--- src/rtl/demod_record_fifo.sv ---
// Record FIFO behind the QPD lock-in demodulator: sequence-tagged records, registered FWFT output, overflow counting.
// Optional build macro DEMOD_FIFO_TIMESTAMP_EN adds a free-running cycle timestamp (ts_o) to every record.
module demod_record_fifo #(
    parameter int DEPTH     = 16,
    parameter int DATA_BITS = 24,
    parameter int OVF_BITS  = 16
) (
    input  logic                       clk_i,
    input  logic                       reset_ni,
    input  logic                       tick_i,
    input  logic [DATA_BITS-1:0]       x1_i,
    input  logic [DATA_BITS-1:0]       x2_i,
    input  logic [DATA_BITS-1:0]       i1_i,
    input  logic [DATA_BITS-1:0]       i2_i,
    input  logic                       clear_i,
    input  logic                       rd_i,
    output logic                       valid_o,
    output logic [31:0]                x1_o,
    output logic [31:0]                x2_o,
    output logic [31:0]                i1_o,
    output logic [31:0]                i2_o,
    output logic [31:0]                seq_o,
    output logic [$clog2(DEPTH)+1:0]   level_o,
    output logic                       full_o,
`ifdef DEMOD_FIFO_TIMESTAMP_EN
    output logic [31:0]                ts_o,
`endif
    output logic [OVF_BITS-1:0]        overflow_cnt_o
);

    localparam int AW = $clog2(DEPTH);
    localparam int PW = AW + 1;
    localparam int LW = AW + 2;
`ifdef DEMOD_FIFO_TIMESTAMP_EN
    localparam int REC_W = 6 * 32;
`else
    localparam int REC_W = 5 * 32;
`endif

    logic [REC_W-1:0]    mem_q [DEPTH];
    logic [REC_W-1:0]    head_q, head_d;
    logic [REC_W-1:0]    wr_rec;
    logic [PW-1:0]       wr_ptr_q, wr_ptr_d;
    logic [PW-1:0]       rd_ptr_q, rd_ptr_d;
    logic [PW-1:0]       mem_cnt;
    logic [31:0]         seq_q, seq_d;
    logic [OVF_BITS-1:0] ovf_q, ovf_d;
    logic                valid_q, valid_d;
    logic                mem_empty, mem_full, pop, wr_en;
`ifdef DEMOD_FIFO_TIMESTAMP_EN
    logic [31:0]         ts_cnt_q, ts_cnt_d;
`endif

    function automatic logic [31:0] sext(input logic [DATA_BITS-1:0] v);
        return {{(32-DATA_BITS){v[DATA_BITS-1]}}, v};
    endfunction

    // NOTE: every signal driven here gets a default first, so no path can infer a latch.
    always_comb begin
        mem_cnt   = wr_ptr_q - rd_ptr_q;
        mem_empty = (mem_cnt == '0);
        mem_full  = (mem_cnt == PW'(DEPTH));
        // Head refill reads only the pre-write memory state, which forbids a tick-to-output bypass.
        pop       = !clear_i && !mem_empty && (!valid_q || rd_i);
        wr_en     = !clear_i && tick_i && (!mem_full || pop);

`ifdef DEMOD_FIFO_TIMESTAMP_EN
        ts_cnt_d  = ts_cnt_q + 32'd1;
        wr_rec    = {ts_cnt_q, sext(x1_i), sext(x2_i), sext(i1_i), sext(i2_i), seq_q};
`else
        wr_rec    = {sext(x1_i), sext(x2_i), sext(i1_i), sext(i2_i), seq_q};
`endif

        seq_d    = tick_i ? seq_q + 32'd1 : seq_q;
        wr_ptr_d = wr_ptr_q + PW'(wr_en);
        rd_ptr_d = rd_ptr_q + PW'(pop);
        ovf_d    = ovf_q;
        valid_d  = valid_q;
        head_d   = head_q;

        if (tick_i && !wr_en && !clear_i && (ovf_q != '1)) begin
            ovf_d = ovf_q + OVF_BITS'(1);
        end

        if (pop) begin
            head_d  = mem_q[rd_ptr_q[AW-1:0]];
            valid_d = 1'b1;
        end else if (rd_i) begin
            valid_d = 1'b0;
        end

        if (clear_i) begin
            wr_ptr_d = '0;
            rd_ptr_d = '0;
            ovf_d    = '0;
            valid_d  = 1'b0;
            head_d   = '0;
        end
    end

    // NOTE: state registers use non-blocking assignments so every flop samples pre-edge values.
    always_ff @(posedge clk_i) begin
        if (!reset_ni) begin
            wr_ptr_q <= '0;
            rd_ptr_q <= '0;
            seq_q    <= '0;
            ovf_q    <= '0;
            valid_q  <= 1'b0;
            head_q   <= '0;
`ifdef DEMOD_FIFO_TIMESTAMP_EN
            ts_cnt_q <= '0;
`endif
        end else begin
            wr_ptr_q <= wr_ptr_d;
            rd_ptr_q <= rd_ptr_d;
            seq_q    <= seq_d;
            ovf_q    <= ovf_d;
            valid_q  <= valid_d;
            head_q   <= head_d;
`ifdef DEMOD_FIFO_TIMESTAMP_EN
            ts_cnt_q <= ts_cnt_d;
`endif
        end
    end

    // NOTE: the record memory is not reset; the pointers alone decide which slots are live.
    always_ff @(posedge clk_i) begin
        if (reset_ni && wr_en) begin
            mem_q[wr_ptr_q[AW-1:0]] <= wr_rec;
        end
    end

`ifdef DEMOD_FIFO_TIMESTAMP_EN
    assign {ts_o, x1_o, x2_o, i1_o, i2_o, seq_o} = head_q;
`else
    assign {x1_o, x2_o, i1_o, i2_o, seq_o} = head_q;
`endif
    assign valid_o        = valid_q;
    assign level_o        = LW'(mem_cnt) + LW'(valid_q);
    assign full_o         = mem_full;
    assign overflow_cnt_o = ovf_q;

endmodule
--- config.mk ---
export PLATFORM = sky130hd
export DESIGN_NAME = demod_record_fifo
export DESIGN_NICKNAME = d
export VERILOG_FILES = /design/src/rtl/demod_record_fifo.sv
export SDC_FILE = /design/constraint.sdc
export NUM_CORES = 2
export LEC_CHECK = 0
export ABC_AREA = 0
export BUFFER_PORTS_ARGS = -buffer_cell sky130_fd_sc_hd__buf_2
export CAP_MARGIN = 15
export CORE_ASPECT_RATIO = 1.1
export CORE_MARGIN = 2
export CORE_UTILIZATION = 45
export CTS_BUF_LIST = sky130_fd_sc_hd__clkbuf_2
export DETAILED_ROUTE_END_ITERATION = 8
export PLACE_DENSITY = 0.61
export SETUP_SLACK_MARGIN = 0.1
export SYNTH_ARGS = -nofsm -noshare
export SYNTH_HDL_FRONTEND = slang
export SYNTH_SLANG_ARGS = --single-unit
--- constraint.sdc ---
create_clock -name clk_i -period 30.7 [get_ports clk_i]
set_clock_uncertainty 0.1 [all_clocks]
set_input_delay 0 -clock clk_i [delete_from_list [all_inputs] [get_ports clk_i]]
set_output_delay 0 -clock clk_i [all_outputs]
set_load 0.01 [all_outputs]
==> flow_metrics.env <==
export IMPL_cpMaxStageDelayCell="buf_4"
export IMPL_maxCapViolCount=0
export IMPL_num_fill_cells=15204
export IMPL_p_total_mw=5.536
export IMPL_ios=285
export IMPL_r2r_slack_ns=25.01
export IMPL_die_w_um=415.8
export IMPL_ff2ff_path_depth=10
export IMPL_wl_per_cell_um=27.07
export IMPL_drt_initial_drc_count=3848
export IMPL_cts_made_buffers=557
export IMPL_ys_ff_latch=2235
export IMPL_pwr_share_clk_pct=34.8
export IMPL_timing_fmax_ghz=0.1756
export IMPL_layout_nets=5048
export IMPL_std_cell_rows=166
export IMPL_async_reset_ff_share_pct=0
export IMPL_yosys_most_used_dff="edfxtp_1"
export IMPL_path_common_cell="buf_4"
export IMPL_hp_start="x1_i[22]"
export IMPL_synth_seq_area_share_pct=77.74
export IMPL_use_met2_pct=37.63
export IMPL_grt_overflow=0
export IMPL_grt_busiest_layer="met2"
export IMPL_syn_nets=4095
export IMPL_rsz0062_at_grt="false"
export IMPL_cts_sinks=2235
export IMPL_insertion_delay_ns=1.80
export IMPL_cellPowerDensity_nw_per_um2=57.69
export IMPL_period_share_pct=18.55
export IMPL_h_tree_depth=6
export IMPL_place_hpwl_um=105700
export IMPL_crit_path_end_kind="flip-flop"
export IMPL_drc=0
export IMPL_synth_top_area_cell="edfxtp_1"
export IMPL_swShare_pct=24.07
export IMPL_root_buffer="clkbuf_2"
export IMPL_yosysTopAreaCellShare_pct=73.28
export IMPL_yosysUniqueCellTypes=47
export IMPL_synth_most_common_cell="edfxtp_1"
export IMPL_drtPass1Iterations=6
export IMPL_core_um2=185700
export IMPL_ys_warn_count=0
export IMPL_wirelength_um=211000
export IMPL_syn_to_final_growth_pct=14.34
export IMPL_ir_drop_v=0.00004017
export IMPL_drive_gt1_share_pct=33.67
export IMPL_synth_area_leaders="edfxtp_1 (73%), mux4_2 (14%), dfxtp_1 (4.5%)"
export IMPL_grtUsageMet1_pct=28.80
export IMPL_crit_chain="inv_1 > fa_1 > xor2_2 > and4b_1 > o22ai_1 > buf_4 > o211ai_1 > nor2_4 > buf_4 > buf_4"
export IMPL_grt_max_degree=143
export IMPL_cts_tree="built"
export IMPL_final_setup_tns_ns=0
export IMPL_p_sw_mw=1.333
export IMPL_hold_end="mem_q[15][150]$_DFFE_PP_"
export IMPL_start_util_pct=45.20
export IMPL_whs_path_depth=4
export IMPL_timing_rr_start="rd_ptr_q[1]$_SDFF_PP0_"
export IMPL_clk_path_buf_depth=4
export IMPL_internal_power_mw=4.203
export IMPL_cp_start_kind="flip-flop"
export IMPL_reg2reg_to="mem_q[15][100]$_DFFE_PP_"
export IMPL_slowest_delay_ns=0.87
export IMPL_die_height_um=456.9
export IMPL_fp_dieArea_um2=190000
export IMPL_ant_nets=0
export IMPL_path_clk_slew_ns=0.10
export IMPL_hold_class="input pin to flip-flop"
export IMPL_synth_edf_count=2048
export IMPL_cp_data_arrival_time_ns=6.93
export IMPL_synth_avg_cell_area_um2=21.08
export IMPL_synth_common_cells="edfxtp_1 (2048), mux4_2 (512), o22ai_1 (257), dfxtp_1 (187), clkbuf_1 (161)"
export IMPL_grt_usage_pct=22.20
export IMPL_critPathMaxFanout=52
export IMPL_grt_pass1_vias=47022
export IMPL_use_met3_pct=4.134
export IMPL_setup_viol=0
export IMPL_synth_area_um2=83930
export IMPL_grt_first_pass_wirelength_um=310000
export IMPL_holdWs_ns=0.2898
export IMPL_route_vias_total=44573
export IMPL_port_buffers=284
export IMPL_slew_violations=0
export IMPL_p_seq_share_pct=60.1
export IMPL_cp_required_ns=31.93
export IMPL_timing_worst_slew_pin_value_ns=1.272
export IMPL_via_per_inst=5.719
export IMPL_p_leak_nw=30.97
export IMPL_p_comb_share_pct=5.1
export IMPL_antenna_found_initial=3
export IMPL_min_period_ns=5.694
export IMPL_crit_type="flip-flop to flip-flop"
export IMPL_place_congestion=0.7526
export IMPL_status="completed"
export IMPL_synthCells=3981
export IMPL_slew_headroom_pct=15.17
export IMPL_hold_viol=0
[critical path: cells and delay by family, from the launching register on]
family / cells / cell delay, ns
adder cells (fa/ha/maj): 1 / 0.52
XOR/XNOR: 1 / 0.28
AND/OR/NAND/NOR: 2 / 1.07
flip-flops: 1 / 0.82
AO/OA/AOI/OAI: 2 / 0.41
buffers and inverters: 4 / 1.96
[stage by stage]
| stage | area, um^2 | utilization [%] | instances | worst slack [ns] |
|---|---|---|---|---|
| after global placement | 87960 | 47.37 | 6502 | 25.09 |
| after global routing | 95960 | 51.68 | 7794 | 24.72 |
| final | 95960 | 51.68 | 7794 | 25.01 |
| after detailed placement | 87980 | 47.38 | 6503 | 25.01 |
| after CTS | 95950 | 51.67 | 7788 | 24.90 |
| after floorplan | 83930 | - | 3981 | 15.62 |
[sequential cells by signal (all words and copies together) (netlist names)]
| register | cells |
|---|---|
| head_q | 128 |
| mem_q | 2048 |
| overflow_cnt_o | 16 |
| rd_ptr_q | 5 |
| seq_q | 32 |
| valid_o | 1 |
| wr_ptr_q | 5 |
[power by group through the flow]
stage | Sequential (mW) | Clock, mW | Combinational [mW]
floorplan | 3.40 | 0 | 0.149
global placement | 3.40 | 0 | 0.250
detailed placement | 3.40 | 0 | 0.253
CTS | 3.33 | 1.98 | 0.288
global route | 3.33 | 2.14 | 0.304
finish | 3.33 | 1.92 | 0.283
[metal layers]
| metal | vias up | wire length, um |
|---|---|---|
| met1 | 23476 | 84560 |
| met3 | 347 | 12310 |
| met4 | 0 | 5785 |
| met5 | - | 0 |
| li1 | 19090 | - |
| met2 | 1660 | 108300 |
[logic make-up (layout without fill, tap and decap cells)]
kind of cell | count (synthesis) | count (layout) | synth area share (%)
buffers and inverters | 301 | 1672 | 1.647
and+or+nand+nor | 312 | 312 | 2.378
AOI/OAI and AO/OA | 565 | 565 | 3.833
other | 0 | 6 | 0
adders and majority gates | 13 | 13 | 0.2027
xor gates and xnor gates | 40 | 40 | 0.4264
DFF | 2235 | 2235 | 77.74
muxes | 515 | 515 | 13.78
[layout by cell type, fill, tap and decap left out, types with 4 or more instances in the layout]
master	Yosys	final
nand2_1	25	21
dlygate4sd3_1	0	307
and3_1	9	9
a21oi_1	146	146
and2_1	30	30
nand2b_1	8	6
clkbuf_2	4	852
buf_12	0	7
o31ai_1	7	7
clkinv_2	0	6
inv_1	12	12
o211ai_1	5	5
nor3_2	0	5
xor2_1	12	12
ha_1	12	12
buf_2	69	284
dfxtp_1	187	184
nor2_4	0	6
o21ai_0	142	142
nand4_1	16	16
nand3_1	21	21
o22ai_1	257	257
mux4_2	512	512
nor2b_1	7	7
and4_1	5	5
edfxtp_1	2048	2048
or4_1	133	133
xnor2_1	27	27
or3_1	11	11
nand2_4	0	4
diode_2	0	6
bufinv_16	0	5
clkinv_1	0	94
buf_4	37	85
nor2_1	23	17
inv_2	0	19
[cell type report]
| class | instances | area [um^2] | area share (%) |
|---|---|---|---|
| diodes | 6 | 15.01 | 0.01565 |
| multi-input cells | 1445 | 17450 | 18.19 |
| well taps | 2436 | 3048 | 3.176 |
| clock buffers | 852 | 4264 | 4.444 |
| flip-flops and latches | 2235 | 65250 | 68.00 |
| repair buffers | 683 | 5273 | 5.494 |
| inverters | 12 | 45.04 | 0.04694 |
| clock inverters | 125 | 611.8 | 0.6376 |
[how the worst max path moves through the flow]
| stage | slack (ns) | endpoint | startpoint | cells after the start |
|---|---|---|---|---|
| detailed placement | 25.01 | mem_q[15][100]$_DFFE_PP_ | rd_ptr_q[1]$_SDFF_PP0_ | 10 |
| finish | 25.01 | mem_q[15][100]$_DFFE_PP_ | rd_ptr_q[1]$_SDFF_PP0_ | 10 |
| floorplan | 15.62 | mem_q[13][0]$_DFFE_PP_ | wr_ptr_q[0]$_SDFF_PP0_ | 9 |
| global placement | 25.09 | mem_q[8][54]$_DFFE_PP_ | rd_ptr_q[1]$_SDFF_PP0_ | 10 |
| global route | 24.72 | mem_q[15][100]$_DFFE_PP_ | rd_ptr_q[1]$_SDFF_PP0_ | 10 |
| CTS | 24.90 | mem_q[15][100]$_DFFE_PP_ | rd_ptr_q[1]$_SDFF_PP0_ | 10 |
[what timing repair did]
action | 4_1_cts | 5_1_grt
resized for setup | 0 | 0
setup buffers | 0 | 0
endpoints found under the setup margin | 0 | 0
endpoints found under the hold margin | 3571 | 0
hold buffers | 308 | 0
Note: power is estimated with default switching activity, not from simulation.
